<file path="src/rtl/point_generator.sv">
// Pseudo-random (x, y) point source for the Monte Carlo pi datapath.
// A 32-bit Galois LFSR feeds a valid/ready handshake that emits a programmed number of points.
module point_generator #(
    parameter logic [31:0] SEED        = 32'hACE1_2468,
    parameter logic [31:0] TAPS        = 32'h8020_0003,
    parameter int unsigned COUNT_WIDTH = 32
) (
    input  logic                   clk,
    input  logic                   reset,
    input  logic                   start,
    input  logic                   seedLoad,
    input  logic [31:0]            seedIn,
    input  logic [COUNT_WIDTH-1:0] numPoints,
    output logic [31:0]            x,
    output logic [31:0]            y,
    output logic                   valid,
    input  logic                   ready,
    output logic                   busy,
    output logic                   done,
    output logic [COUNT_WIDTH-1:0] pointsSent
);

    typedef enum logic [1:0] {
        IDLE,
        GEN_X,
        GEN_Y,
        PRESENT
    } state_t;

    state_t                 state_q, state_d;
    logic [31:0]            lfsr_q, lfsr_d;
    logic [31:0]            x_q, x_d;
    logic [31:0]            y_q, y_d;
    logic                   valid_q, valid_d;
    logic                   done_q, done_d;
    logic [COUNT_WIDTH-1:0] sent_q, sent_d;
    logic [COUNT_WIDTH-1:0] target_q, target_d;
    logic [31:0]            lfsr_next;
    logic [COUNT_WIDTH-1:0] sent_inc;

    function automatic logic [31:0] lfsr_step(input logic [31:0] v);
        return v[0] ? ((v >> 1) ^ TAPS) : (v >> 1);
    endfunction

    always_comb begin
        state_d   = state_q;
        lfsr_d    = lfsr_q;
        x_d       = x_q;
        y_d       = y_q;
        valid_d   = valid_q;
        done_d    = done_q;
        sent_d    = sent_q;
        target_d  = target_q;
        lfsr_next = lfsr_step(lfsr_q);
        sent_inc  = sent_q + {{(COUNT_WIDTH-1){1'b0}}, 1'b1};

        case (state_q)
            IDLE: begin
                valid_d = 1'b0;
                // seedLoad wins over a simultaneous start
                if (seedLoad) begin
                    lfsr_d = (seedIn == '0) ? SEED : seedIn;
                end else if (start) begin
                    sent_d = '0;
                    if (numPoints != '0) begin
                        target_d = numPoints;
                        done_d   = 1'b0;
                        state_d  = GEN_X;
                    end else begin
                        done_d = 1'b1;
                    end
                end
            end
            GEN_X: begin
                lfsr_d  = lfsr_next;
                x_d     = lfsr_next;
                state_d = GEN_Y;
            end
            GEN_Y: begin
                lfsr_d  = lfsr_next;
                y_d     = lfsr_next;
                valid_d = 1'b1;
                state_d = PRESENT;
            end
            PRESENT: begin
                if (ready) begin
                    sent_d  = sent_inc;
                    valid_d = 1'b0;
                    if (sent_inc == target_q) begin
                        done_d  = 1'b1;
                        state_d = IDLE;
                    end else begin
                        state_d = GEN_X;
                    end
                end
            end
            default: state_d = IDLE;
        endcase
    end

    always_ff @(posedge clk or posedge reset) begin
        if (reset) begin
            state_q  <= IDLE;
            lfsr_q   <= SEED;
            x_q      <= '0;
            y_q      <= '0;
            valid_q  <= 1'b0;
            done_q   <= 1'b0;
            sent_q   <= '0;
            target_q <= '0;
        end else begin
            state_q  <= state_d;
            lfsr_q   <= lfsr_d;
            x_q      <= x_d;
            y_q      <= y_d;
            valid_q  <= valid_d;
            done_q   <= done_d;
            sent_q   <= sent_d;
            target_q <= target_d;
        end
    end

    assign x          = x_q;
    assign y          = y_q;
    assign valid      = valid_q;
    assign busy       = (state_q != IDLE);
    assign done       = done_q;
    assign pointsSent = sent_q;

endmodule

</file>
<file path="config.mk">
export PLATFORM = sky130hd
export DESIGN_NAME = point_generator
export DESIGN_NICKNAME = d
export VERILOG_FILES = /design/src/rtl/point_generator.sv
export SDC_FILE = /design/constraint.sdc
export NUM_CORES = 1
export LEC_CHECK = 0
export CAP_MARGIN = 20
export CORE_MARGIN = 1
export CORE_UTILIZATION = 38
export CTS_CLUSTER_SIZE = 25
export DETAILED_ROUTE_END_ITERATION = 10
export GPL_ROUTABILITY_DRIVEN = 0
export PLACE_DENSITY = 0.73
export SYNTH_ARGS = -nofsm -noshare
export SYNTH_HDL_FRONTEND = slang
export SYNTH_SLANG_ARGS = --single-unit
</file>
<file path="constraint.sdc">
create_clock -name clk -period 10.85 [get_ports clk]
set_clock_uncertainty 0.15 [all_clocks]
set_input_delay 2.17 -clock clk [delete_from_list [all_inputs] [get_ports clk]]
set_output_delay 2.17 -clock clk [all_outputs]
set_load 0.01 [all_outputs]
</file>
== Yosys cells after proc, flatten, opt, wreduce, memory -nomap -nowiden ==
Cells that the tools add are included.
W data, S select, Z words.

* Input bits: 69
* Output and inout bits: 99
* Flip-flop bits (word level): 164
* Logic and storage cells: 57

* Bitwise logic cells: 2
* $add $sub $neg: 1
* Muxes and demuxes: 22
* Eq/ne operators: 10
* Reduce and logical (&&, ||, !) cells: 14

{| class="wikitable"
|+ Operators by type and width
! kind !! count
|-
| $mux W32 || 6
|-
| $pmux W32 S2 || 2
|-
| $add A32 B1 Y32 const B || 1
|-
| $eq A32 B32 Y1 || 1
|-
| $logic_not A32 Y1 || 1
|-
| $reduce_bool A32 Y1 || 1
|-
| $ne A2 B2 Y1 const B || 6
|-
| $reduce_and A4 Y1 || 3
|-
| $mux W2 || 4
|-
| $pmux W2 S4 || 1
|-
| $mux W1 || 7
|-
| $reduce_bool A2 Y1 || 3
|-
| $reduce_and A5 Y1 || 1
|-
| $eq A2 B2 Y1 const B || 2
|-
| $not A3 Y4 || 1
|-
| $reduce_and A2 Y1 || 2
|-
| $pmux W1 S3 || 1
|-
| $reduce_bool A3 Y1 || 1
|-
| $eq A2 B1 Y1 const B || 1
|-
| $logic_not A2 Y1 || 1
|-
| $pmux W1 S2 || 1
|-
| $reduce_or A2 Y1 || 1
|-
| $not A1 Y1 || 1
|}

== Longest topological paths before layout ==
* Depth in word-level cells: 5
* Depth in mapped cells: 10
* Mapped depth without buffers: 9

== Worst setup path before layout ==
No wires, ideal clock.

* Kind: input-to-reg
* From: input numPoints[23]
* To: register target_q[10]
* Data required time: 10.575 ns
* Path slack: 6.859 ns
* Data arrival time: 3.716 ns
* Setup time: 0.125 ns
* Cell stages on the path: 7
* Buffers on the path: 2
* Path through: nor4_1 nand4_1 o21bai_1 or2_2 clkbuf_1 clkbuf_1 mux2_2

* Cells in the longest elaborated chain, start to end: 2

{| class="wikitable"
|+ Ends and longest elaborated chain
! what !! RTL line !! RTL
|-
| start, declared || 13 || <nowiki>input logic [COUNT_WIDTH-1:0] numPoints,</nowiki>
|-
| $reduce_bool A32 Y1 || 65 || <nowiki>if (numPoints != '0) begin</nowiki>
|-
| $reduce_and A4 Y1 (no line) || -- ||
|-
| end signal, assigned || 119 || <nowiki>target_q <= target_d;</nowiki>
|-
| end, declared || 37 || <nowiki>logic [COUNT_WIDTH-1:0] target_q, target_d;</nowiki>
|}

No other way between the ends.
A chain may end at the register's enable or synchronous reset.

== Final worst setup path ==
* From: input numPoints[15]
* To: register target_q[9]

The elaborated chain is that of the path after synthesis.

==> impl_results.md <==
- Top cells by count, synth: dfrtp_1 (151), mux2_2 (91), nand2_1 (74), o21ai_0 (74)
- Min-delay src: lfsr_q[22]
- Post-synth cell types: 67
- Buffer and inverter count on the worst path: 1
- Clk pin slew, worst setup/hold paths: 0.07 ns
- TritonCTS buffer count: 17
- Post-synth ARST share: 100%
- Synthesized area: 8240 um2
- Port bufs: between 150 and 200
- Final Util: 50.8%
- Vias: roughly 6700
- Storage element area: 4120 um2
- VDD IR max: 0.000178 V
- Placed Instances: 1170
- Max-slew violations: 0
- Top delay family on crit path: simple AND/OR/NAND/NOR gates
- Cell with the most instances after synthesis: dfrtp_1
- Worst r2r src: pointsSent[0]
- Avg Cell Area, Syn: 10.6 um2
- CP Class: primary input to flip-flop
- Share of the synthesized area in the top cell type: between 40 and 50%
- Wire per inst: 18.9 um
- Final period util: about 43%
- Net count after synthesis: ~850
- Critical Path AT: 4.84 ns
- Post-CTS Resized: 0
- Final WL: about 23000 um
- CTS root buffer: clkbuf_16
- RSZ-0062 raised after global routing: no
- Power Density: 287 nW/um2
- Sequential fraction of the synthesis area: 50.0%
- Initial core utilization: 39.0%
- Die W: approximately 150 um
- Power Total: 0.00308 W
- Clock Path Buffers: 2
- Worst path max stage delay: 0.70 ns
- Core Area: between 20000 and 25000 um2
- Routed Antenna Nets: 0
- Worst-Skew Late Latency: 0.43 ns
- Area after DPL: 10100 um2
- Main synth FF type: dfrtp_1
- Setup bufs post-CTS: 0
- Post-Layout Cell Count: 1203
- Sink Count: 164
- HPWL after DPL: between 15000 and 20000 um
- Fin Setup TNS: 0 ns
- Number of flops mapped to enable cells by yosys: 0
- Multi-input gate area: ~3900 um2
- Initial antenna violation count: 0
- Number of top-level pins: about 170
- Ys Warns: 0
- Leakage: 4.31 nW
- Startpoint Class: primary input
- Max Cap Viol: 0
- Min-delay worst type: flip-flop to flip-flop
- Total global routing overflow: 0
- Min Tclk post-route: 4.68 ns
- Largest net degree at the start of global routing: 98
- WP data required: between 10 and 15 ns
- Fillers: 1883
- Nets: 990
- Initial DRT Pass Iterations: 5
- Post-route DRC: 0
- Max H-tree Level: 4
- Global Route Usage Sum: 21.1%
- Hold-fix buffers, CTS: 0
- CTS tree: yes
- Layout area overhead: 30.3%
- CP Cell Sequence: clkdlybuf4s50_1 > nor4_1 > nand4_1 > o21bai_1 > or2_2 > mux2_2
- Syn Inst Count: ~780
- Outcome: finished, final reports clean
- First-pass GRT wire length: 36200 um
- Fmax achieved: 214 MHz
- Most area-hungry cell type in the Yosys netlist: dfrtp_1
- CP Capture Type: flip-flop
- Die Y-Extent: 149 um
- Std cell rows: 53
- Final-report hold violation count: 0
- Measured slew at the worst slew-check pin: 1.14 ns
- Max Fanout on Critical Path: 33
- Top cells by area, synth: dfrtp_1 (46%), mux2_2 (12%), o21ai_0 (4.5%)
- Synthesized flop and latch total: 164
- Setup Viol. Count Final: 0
- Slew headroom: 23.8%
- Antenna Cells: 0
- Share of layout cells above drive strength 1: 17.5%
- Vias in the first global route: roughly 6600
- Worst Setup SP: numPoints[15]
- Routed vias/inst: roughly 5.6
- Fin area: 10700 um2
- Slowest-stage cell, CP: or2_2
- Starting DRT DRC Count: 460
- Full die area: approximately 22000 um2
## registers in the layout (all words and copies together), names as in the netlist
register and cells:
x 32, state_q 2, pointsSent 32, y 32, target_q 32, lfsr_q 32
done 1, valid 1
## per-layer routing
metal  up-vias  global-route usage (%)  routed length, um
li1       3136                       -                  -
met1      3269                    26.1               9560
met2       235                    34.6              10900
met3        41                    5.90               1690
met4         0                    8.42                580
met5         -                       0                  0
## logic make-up after synthesis
family          after synthesis  share of synthesized area [%]
compound gates              176                           13.2
xor+xnor                     47                           5.33
buf+inv                      63                           3.08
flops                       164                           50.0
fa+ha+maj                     6                          0.911
simple gates                223                           14.3
mux                          97                           13.2
## layout by cell type, fill, tap and decap left out, types with 5 or more instances in the layout
cell             netlist  layout
dfstp_2               13      13
nor4_1                19      19
o22ai_1               17      17
o21ai_0               74      74
clkdlybuf4s50_1        0     167
nand3_1                9       8
and4_1                 9       9
dfrtp_1              151     151
a21oi_1               24      24
and3_1                 9       9
a22oi_1               13      13
mux2_2                91      91
nor2_1                36      36
clkbuf_16              0      17
nand2_1               74      74
nand4_1               19      19
xnor2_1               31      31
inv_1                 11      10
nand2b_1               8       8
xor2_1                14      14
mux2i_1                6       5
o31ai_1               11      11
nor3_1                13      13
inv_6                  0       8
## power by group
group / internal [W] / switching [W] / total, W
combinational: 0.000692 / 0.000673 / 0.00136
clock: 0.000350 / 0.000277 / 0.000628
sequential: 0.000887 / 0.000201 / 0.00109
## tightest hold or removal path, stage by stage (launching register included)
cell	delay (ns)
dfstp_2	0.37
nand2_1	0.05
o21ai_0	0.07
## final timing paths
kind / to / slack [ns] / cells after the start
setup / recovery: target_q[9] / 6.17 / 6
hold / removal: lfsr_q[22] / 0.35 / 2
setup reg to reg: done / 7.33 / 8
hold reg to reg: lfsr_q[22] / 0.35 / 2
max in group asynchronous: pointsSent[27] / 7.01 / 3
min in group asynchronous: y[27] / 2.15 / 2
## metrics by stage
step,setup slack (ns),hold slack (ns)
6_report,6.17,0.345
2_1_floorplan,4.12,0.316
3_5_place_dp,5.66,0.336
4_1_cts,6.11,0.345
3_3_place_gp,5.74,0.327
5_1_grt,6.04,0.373
## cell type report
type                            count  share of cell area, %
Clock inverter                     15                   1.75
Clock buffer                       17                   3.96
Multi-Input combinational cell    549                   36.2
Inverter                           11                  0.431
Timing Repair Buffer              172                   16.1
Tap cell                          275                   3.20
Sequential cell                   164                   38.3
Power figures use the tool's default switching activity.
